<file path="config.mk">
export PLATFORM = sky130hd
export DESIGN_NAME = activation_pipe_mc
export DESIGN_NICKNAME = d
export VERILOG_FILES = /design/src/rtl/activation_pipe_mc.sv
export SDC_FILE = /design/constraint.sdc
export NUM_CORES = 2
export LEC_CHECK = 0
export CORE_ASPECT_RATIO = 1.4
export CORE_MARGIN = 4
export CORE_UTILIZATION = 50
export CTS_CLUSTER_DIAMETER = 40
export CTS_CLUSTER_SIZE = 40
export DETAILED_ROUTE_END_ITERATION = 7
export GPL_ROUTABILITY_DRIVEN = 0
export PLACE_DENSITY = 0.71
export SETUP_SLACK_MARGIN = 0.15
export SYNTH_ARGS = -nofsm -noshare
export SYNTH_HDL_FRONTEND = slang
export SYNTH_SLANG_ARGS = --single-unit
</file>
<file path="constraint.sdc">
create_clock -name clk -period 16.86 [get_ports clk]
set_input_delay 3.372 -clock clk [delete_from_list [all_inputs] [get_ports clk]]
set_output_delay 3.372 -clock clk [all_outputs]
set_load 0.02 [all_outputs]
</file>
<file path="src/rtl/activation_pipe_mc.sv">
// activation_pipe_mc: CH-lane SONF activation pipeline (sigmoid/tanh/relu/identity).
// Four register stages with valid/ready on both sides and a saturation-event counter.
module activation_pipe_mc #(
   parameter int CH      = 4,
   parameter int WIDTH_X = 17,
   parameter int FRAC_X  = 12,
   parameter int WIDTH_Y = 16,
   parameter int FRAC_Y  = 14,
   parameter int CNT_W   = 16
) (
   input  logic                    clk,
   input  logic                    rst,
   input  logic                    in_valid,
   output logic                    in_ready,
   input  logic [1:0]              in_mode,
   input  logic                    in_last,
   input  logic [CH*WIDTH_X-1:0]   x,
   output logic                    out_valid,
   input  logic                    out_ready,
   output logic                    out_last,
   output logic [CH*WIDTH_Y-1:0]   y,
   input  logic                    sat_clr,
   output logic [CNT_W-1:0]        sat_cnt
);

   localparam logic [1:0] M_SIG  = 2'b00;
   localparam logic [1:0] M_TANH = 2'b01;
   localparam logic [1:0] M_RELU = 2'b10;
   localparam logic [1:0] M_ID   = 2'b11;

   localparam int UW = WIDTH_X + 2;
   localparam int TW = FRAC_X + 1;
   localparam int PW = 2 * TW;
   localparam int QW = 2 * FRAC_X + 4;
   localparam int SH = 2 * FRAC_X + 1 - FRAC_Y;
   localparam int DS = FRAC_Y - FRAC_X;
   localparam int LS = (DS > 0) ? DS : 0;
   localparam int RS = (DS < 0) ? -DS : 0;
   localparam int WA = WIDTH_X + LS + 2;
   localparam int WW = (WA > WIDTH_Y + 1) ? WA : WIDTH_Y + 1;

   localparam logic [UW-1:0] FOUR = UW'(4 << FRAC_X);
   localparam logic signed [QW-1:0] ONE = QW'(1 << (2 * FRAC_X + 1));
   localparam logic signed [QW-1:0] RND = QW'(1 << (SH - 1));
   localparam logic signed [WW-1:0] RHALF = WW'((1 << RS) >> 1);

   logic en;

   assign in_ready = ~(out_valid & ~out_ready);
   assign en       = in_ready;

   // Stage 1: input capture
   logic                      s1_v;
   logic                      s1_last;
   logic [1:0]                s1_mode;
   logic signed [WIDTH_X-1:0] s1_x [CH];

   always_ff @(posedge clk or posedge rst) begin
      if (rst) begin
         s1_v    <= 1'b0;
         s1_last <= 1'b0;
         s1_mode <= '0;
         for (int i = 0; i < CH; i++)
            s1_x[i] <= '0;
      end else if (en) begin
         s1_v    <= in_valid;
         s1_last <= in_last;
         s1_mode <= in_mode;
         for (int i = 0; i < CH; i++)
            s1_x[i] <= x[i*WIDTH_X +: WIDTH_X];
      end
   end

   logic signed [UW-1:0] u  [CH];
   logic [UW-1:0]        a  [CH];
   logic [UW-1:0]        ac [CH];
   logic [TW-1:0]        t  [CH];
   logic [CH-1:0]        sgn;

   // t is floored when |u| is not a multiple of 4 lsb
   always_comb begin
      sgn = '0;
      for (int i = 0; i < CH; i++) begin
         u[i] = (s1_mode == M_TANH) ? (UW'(s1_x[i]) <<< 1)
                                    : UW'(s1_x[i]);
         sgn[i] = u[i][UW-1];
         a[i]  = sgn[i] ? -u[i] : u[i];
         ac[i] = (a[i] > FOUR) ? FOUR : a[i];
         t[i]  = TW'((FOUR - ac[i]) >> 2);
      end
   end

   // Stage 2: sign and t
   logic                      s2_v;
   logic                      s2_last;
   logic [1:0]                s2_mode;
   logic [CH-1:0]             s2_s;
   logic [TW-1:0]             s2_t [CH];
   logic signed [WIDTH_X-1:0] s2_x [CH];

   always_ff @(posedge clk or posedge rst) begin
      if (rst) begin
         s2_v    <= 1'b0;
         s2_last <= 1'b0;
         s2_mode <= '0;
         s2_s    <= '0;
         for (int i = 0; i < CH; i++) begin
            s2_t[i] <= '0;
            s2_x[i] <= '0;
         end
      end else if (en) begin
         s2_v    <= s1_v;
         s2_last <= s1_last;
         s2_mode <= s1_mode;
         s2_s    <= sgn;
         for (int i = 0; i < CH; i++) begin
            s2_t[i] <= t[i];
            s2_x[i] <= s1_x[i];
         end
      end
   end

   logic [PW-1:0] p [CH];

   always_comb begin
      for (int i = 0; i < CH; i++)
         p[i] = PW'(s2_t[i]) * PW'(s2_t[i]);
   end

   // Stage 3: p = t*t
   logic                      s3_v;
   logic                      s3_last;
   logic [1:0]                s3_mode;
   logic [CH-1:0]             s3_s;
   logic [PW-1:0]             s3_p [CH];
   logic signed [WIDTH_X-1:0] s3_x [CH];

   always_ff @(posedge clk or posedge rst) begin
      if (rst) begin
         s3_v    <= 1'b0;
         s3_last <= 1'b0;
         s3_mode <= '0;
         s3_s    <= '0;
         for (int i = 0; i < CH; i++) begin
            s3_p[i] <= '0;
            s3_x[i] <= '0;
         end
      end else if (en) begin
         s3_v    <= s2_v;
         s3_last <= s2_last;
         s3_mode <= s2_mode;
         s3_s    <= s2_s;
         for (int i = 0; i < CH; i++) begin
            s3_p[i] <= p[i];
            s3_x[i] <= s2_x[i];
         end
      end
   end

   // q is kept in Q.(2*FRAC_X+1) so p/2 stays exact
   logic signed [QW-1:0]      q  [CH];
   logic signed [QW-1:0]      v  [CH];
   logic [WIDTH_Y-1:0]        vr [CH];
   logic signed [WW-1:0]      r  [CH];
   logic signed [WW-1:0]      sc [CH];
   logic [WIDTH_Y-1:0]        yn [CH];
   logic [CH-1:0]             ok;
   logic [CH-1:0]             lsat;
   logic [CH*WIDTH_Y-1:0]     ycat;

   always_comb begin
      ok   = '0;
      lsat = '0;
      ycat = '0;
      for (int i = 0; i < CH; i++) begin
         q[i] = ONE - QW'(s3_p[i]);
         if (s3_s[i])
            q[i] = ONE - q[i];
         v[i]  = (s3_mode == M_TANH) ? (q[i] <<< 1) - ONE : q[i];
         vr[i] = WIDTH_Y'((v[i] + RND) >>> SH);
         r[i]  = (s3_mode == M_RELU && s3_x[i][WIDTH_X-1]) ? '0
                                                           : WW'(s3_x[i]);
         sc[i] = ((r[i] <<< LS) + RHALF) >>> RS;
         ok[i] = (&sc[i][WW-1:WIDTH_Y-1]) | ~(|sc[i][WW-1:WIDTH_Y-1]);
         yn[i] = vr[i];
         unique case (s3_mode)
            M_SIG, M_TANH: yn[i] = vr[i];
            M_RELU, M_ID: begin
               lsat[i] = ~ok[i];
               if (ok[i])
                  yn[i] = sc[i][WIDTH_Y-1:0];
               else if (sc[i][WW-1])
                  yn[i] = {1'b1, {(WIDTH_Y-1){1'b0}}};
               else
                  yn[i] = {1'b0, {(WIDTH_Y-1){1'b1}}};
            end
         endcase
         ycat[i*WIDTH_Y +: WIDTH_Y] = yn[i];
      end
   end

   // Stage 4: output register
   logic out_sat;

   always_ff @(posedge clk or posedge rst) begin
      if (rst) begin
         out_valid <= 1'b0;
         out_last  <= 1'b0;
         out_sat   <= 1'b0;
         y         <= '0;
      end else if (en) begin
         out_valid <= s3_v;
         out_last  <= s3_v & s3_last;
         out_sat   <= s3_v & (|lsat);
         y         <= s3_v ? ycat : '0;
      end
   end

   always_ff @(posedge clk or posedge rst) begin
      if (rst)
         sat_cnt <= '0;
      else if (sat_clr)
         sat_cnt <= '0;
      else if (out_valid & out_ready & out_sat & ~&sat_cnt)
         sat_cnt <= sat_cnt + CNT_W'(1);
   end

endmodule
</file>
; After elaboration in Yosys (flattened, before gate mapping)
; Index checks and enable logic that the tools add are counted.
[word_totals]
in_bits = 76
elab_cells = 155
regBits = 463
out_inout_bits = 83
[op_classes]
bitwise_logic = 20
n_reduce_logical = 19
magnitude_cmp = 4
n_mul = 4
addsub = 25
n_eq_ne = 4
mux = 43
[op_table]
columns = cell, count
row1 = $mux W27, 8
row2 = $mux W16, 10
row3 = $mux W19, 8
row4 = $pmux W16 S2, 4
row5 = $add A27 B12 Y27 const B, 4
row6 = $sub A26 B26 Y27 const A, 4
row7 = $sub A27 B27 Y27 const A, 4
row8 = $sub A27 B27 Y27 const B, 4
row9 = $mul A13 B13 Y26, 4
row10 = $gt A19 B15 Y1 const B, 4
row11 = $neg A18 Y19, 4
row12 = $mux W17, 4
row13 = $mux W64, 1
row14 = $mux W15, 4
row15 = $sub A15 B15 Y15 const A, 4
row16 = $reduce_and A6 Y1, 4
row17 = $reduce_or A6 Y1, 4
row18 = $add A16 B1 Y16 const B, 1
row19 = $reduce_and A16 Y1, 1
row20 = $not A1 Y1, 10
row21 = $and A1 B1 Y1, 6
row22 = $eq A2 B1 Y1 const B, 2
row23 = $eq A2 B2 Y1 const B, 2
row24 = $logic_and A1 B1 Y1, 4
row25 = other kinds (7), 14

; Depth between registers and ports, before layout
[depth]
word_depth = 10
depth_mapped = 26
ltp_nobuf = 24

; Worst setup path before layout
; OpenSTA, ideal clock, no wires.
[synth_timing]
path_kind = input-to-output
start = input port out_ready
end = output port in_ready
t_required_ns = 13.488
n_path_buf = 3
stages = 5
path_slack_ns = 9.144
arrival_time_ns = 4.344
path_cell_list = nor2b_1 > clkbuf_1 > inv_2 > clkbuf_1 > buf_1
[synth_via]
elab_chain_cells = 3
[synth_rtl]
columns = element, line
row1 = "start, declared", 19  ; input logic out_ready,
row2 = $not A1 Y1, 49  ; assign in_ready = ~(out_valid & ~out_ready);
row3 = $and A1 B1 Y1, 49
row4 = $not A1 Y1, 49
row5 = "end, declared", 14  ; output logic in_ready,
; No other way between the ends.

; Worst setup path in the final report
; Ends and elaborated chain as after synthesis.

==> impl_metrics.env <==
export IMPL_status="finished, final reports clean"
export IMPL_cp_startpoint="out_ready"
export IMPL_fp_row_count=133
export IMPL_clock_sinks=451
export IMPL_syn_to_final_growth_pct=10.3
export IMPL_switching_share_pct=50.0
export IMPL_hold_buffers=0
export IMPL_wl_per_cell_um=17.3
export IMPL_wl_um=123000
export IMPL_rsz0062_at_grt="no"
export IMPL_synth_edf_count=0
export IMPL_cts_resized_gates=0
export IMPL_ys_ff_latch=451
export IMPL_syn_num_nets=6642
export IMPL_leakage_nw=26.0
export IMPL_clkPwrFrac_pct=18.2
export IMPL_clockBufferDepth=3
export IMPL_drc=0
export IMPL_crit_top_cell="clkdlybuf4s50_1"
export IMPL_whs_path_depth=2
export IMPL_htreeDepth=3
export IMPL_ant_nets=0
export IMPL_post_route_min_period_ns=8.85
export IMPL_clk_latency_ns=0.65
export IMPL_path_cells="clkdlybuf4s50_1, nor2b_4, buf_4, inv_8, clkdlybuf4s50_1"
export IMPL_ys_warn_count=0
export IMPL_maxSlewHeadroom_pct=16.8
export IMPL_avgViaCountPerCell=5.66
export IMPL_cts_clk_slew_worst_paths_ns=0.07
export IMPL_critical_path_arrival_ns=5.48
export IMPL_reg2reg_from="s2_t[47]$_DFFE_PP0N_"
export IMPL_synthArstFlopShare_pct=100
export IMPL_intPower_mw=4.42
export IMPL_track_usage_pct=24.8
export IMPL_ctsRootBufferMaster="clkbuf_16"
export IMPL_dp_hpwl_um=94500
export IMPL_firstDrtPassIters=6
export IMPL_syn_inst=5885
export IMPL_maxCapViolations=0
export IMPL_synth_area_leaders="dfrtp_1 (24%), fa_1 (16%), nand2_1 (9.0%)"
export IMPL_cts_setup_buffers=0
export IMPL_tightestPinTransition_ns=1.23
export IMPL_cts_tree="yes"
export IMPL_cp_required_ns=13.49
export IMPL_avgSynthCellArea_um2=8.10
export IMPL_seq_power_share_pct=25.0
export IMPL_cts_buffers=75
export IMPL_num_nets_final=6593
export IMPL_p_per_area_nw_per_um2=168
export IMPL_grt_max_degree=168
export IMPL_cpMaxStageDelayCell="clkdlybuf4s50_1"
export IMPL_end_kind="output pin"
export IMPL_path_max_fanout=100
export IMPL_irDropWorstVdd_uv=104
export IMPL_hold_class="flip-flop to flip-flop"
export IMPL_core_area_um2=94200
export IMPL_drive_gt1_share_pct=4.78
export IMPL_syn_area_um2=47700
export IMPL_ys_types=113
export IMPL_cp_start_kind="input port"
export IMPL_synth_top_area_share_pct=23.7
export IMPL_fillerInstances=8599
export IMPL_final_setup_worst_slack_ns=8.01
export IMPL_io_buffers=158
export IMPL_fmax_mhz=113
export IMPL_seq_area_frac_synth_pct=23.7
export IMPL_p_sw_mw=4.42
export IMPL_p_comb_share_pct=56.8
export IMPL_synth_main_ff_cell="dfrtp_1"
export IMPL_setup_viol=0
export IMPL_initial_utilization_pct=50.6
export IMPL_hold_viol=0
export IMPL_timing_final_crit_share_pct=52.5
export IMPL_dieArea_um2=100000
export IMPL_r2r_worst_path_cells=22
export IMPL_tns_ns=0
export IMPL_drv_slew=0
export IMPL_reg2reg_slack_ns=10.40
export IMPL_vias=40300
export IMPL_drt_iter0_markers=2518
export IMPL_post_route_util_pct=55.8
export IMPL_grt_pass1_wl_um=204000
export IMPL_die_y_um=373
export IMPL_grt_overflow_total=0
export IMPL_ios=159
export IMPL_synth_top_area_cell="dfrtp_1"
export IMPL_path_class="input port to output pin"
export IMPL_grt_pass1_vias=40700
export IMPL_post_place_ws_ns=8.04
export IMPL_finalClockSkew_ns=0.0476
export IMPL_min_delay_start="s2_x[31]$_DFFE_PP0N_"
export IMPL_grt_antenna_before_repair=2
export IMPL_die_w_um=269
export IMPL_max_stage_delay_ns=0.72
-- cell usage in the layout, fill, tap and decap left out, types with 38 or more instances in the layout --
master,synthesis,layout
nand2_1,1144,1143
inv_1,784,783
dfrtp_1,451,450
fa_1,389,389
nor2_1,363,362
ha_1,292,292
o21ai_0,269,269
a21oi_1,232,232
xnor2_1,189,189
clkdlybuf4s50_1,0,158
xor2_1,148,148
and2_1,144,144
nor3_1,89,88
nand3_1,81,81
clkbuf_16,0,75
or3_1,47,47
nor4_1,46,46
a21o_1,45,45
or2_2,39,39
mux2i_1,39,39
a211oi_1,38,38
-- cells in the mapped netlist (46+ instances only) --
library cell	number
nand2_1	1144
inv_1	784
dfrtp_1	451
fa_1	389
nor2_1	363
ha_1	292
clkbuf_1	276
o21ai_0	269
a21oi_1	232
xnor2_1	189
xor2_1	148
and2_1	144
nor3_1	89
nand3_1	81
or3_1	47
nor4_1	46
-- kinds of logic after synthesis --
kind of cell	Yosys count	synth area share [%]
AND/OR/NAND/NOR	2202	21.2
buffers and inverters	1106	8.81
AO/OA/AOI/OAI	1049	14.7
adder cells (fa/ha/maj)	682	24.0
flip-flops	451	23.7
XOR/XNOR	340	6.32
multiplexers	54	1.22
other	1	0.00787
-- sequential cells by signal, indices dropped and copies added, names as in the netlist, 2 cells and up --
name	cells
s3_p	100
sat_cnt	16
s3_x	64
s2_s	4
y	64
s1_x	68
s3_s	4
s2_x	64
s1_mode	2
s2_t	52
s3_mode	2
s2_mode	2
-- through the flow --
stage	cells	power [mW]	instance area, µm²	hold WS [ns]
global placement	6974	7.08	49800	0.447
CTS	7113	8.85	52500	0.446
floorplan	5885	5.81	47700	0.433
detailed placement	6974	7.20	49800	0.451
global route	7114	9.62	52500	0.467
finish	7115	8.83	52500	0.450
-- metal layers --
layer / track usage [%] / vias up / part of all wire (%)
met4: 11.2 / 0 / 4.8
met2: 43.7 / 1071 / 50
met3: 2.91 / 247 / 5.0
met1: 30.3 / 19700 / 40
met5: 0 / - / 0
li1: - / 19300 / -
-- final timing paths --
path	end
setup reg to reg	s3_p[102]$_DFFE_PP0N_
max in group asynchronous	s1_x[61]$_DFFE_PP0N_
min in group asynchronous	sat_cnt[12]$_DFFE_PP0P_
setup / recovery	in_ready
hold / removal	s3_x[31]$_DFFE_PP0N_
hold reg to reg	s3_x[31]$_DFFE_PP0N_
-- worst max-delay path: cells and delay by family --
kind | cells | cell delay, ns
and+or+nand+nor | 1 | 0.05
buffers and inverters | 4 | 1.96
-- cell type report --
type	instances	area, µm²	area share, %
Clock inverter	50	678	1.29
Inverter	788	2970	5.66
Antenna cell	2	5.00	0.00953
Sequential cell	451	11300	21.5
Clock buffer	89	2020	3.84
Timing Repair Buffer	192	1850	3.52
Tap cell	1215	1520	2.89
Multi-Input combinational cell	4328	32200	61.3
-- power groups by stage --
stage	Sequential, mW	Combinational [mW]	Clock [mW]
6_report	2.21	5.02	1.61
5_1_grt	2.27	5.66	1.68
4_1_cts	2.19	5.03	1.63
3_5_place_dp	2.21	4.99	0
3_3_place_gp	2.20	4.87	0
2_1_floorplan	1.82	4.00	0
Note: power is estimated with default switching activity, not from simulation.
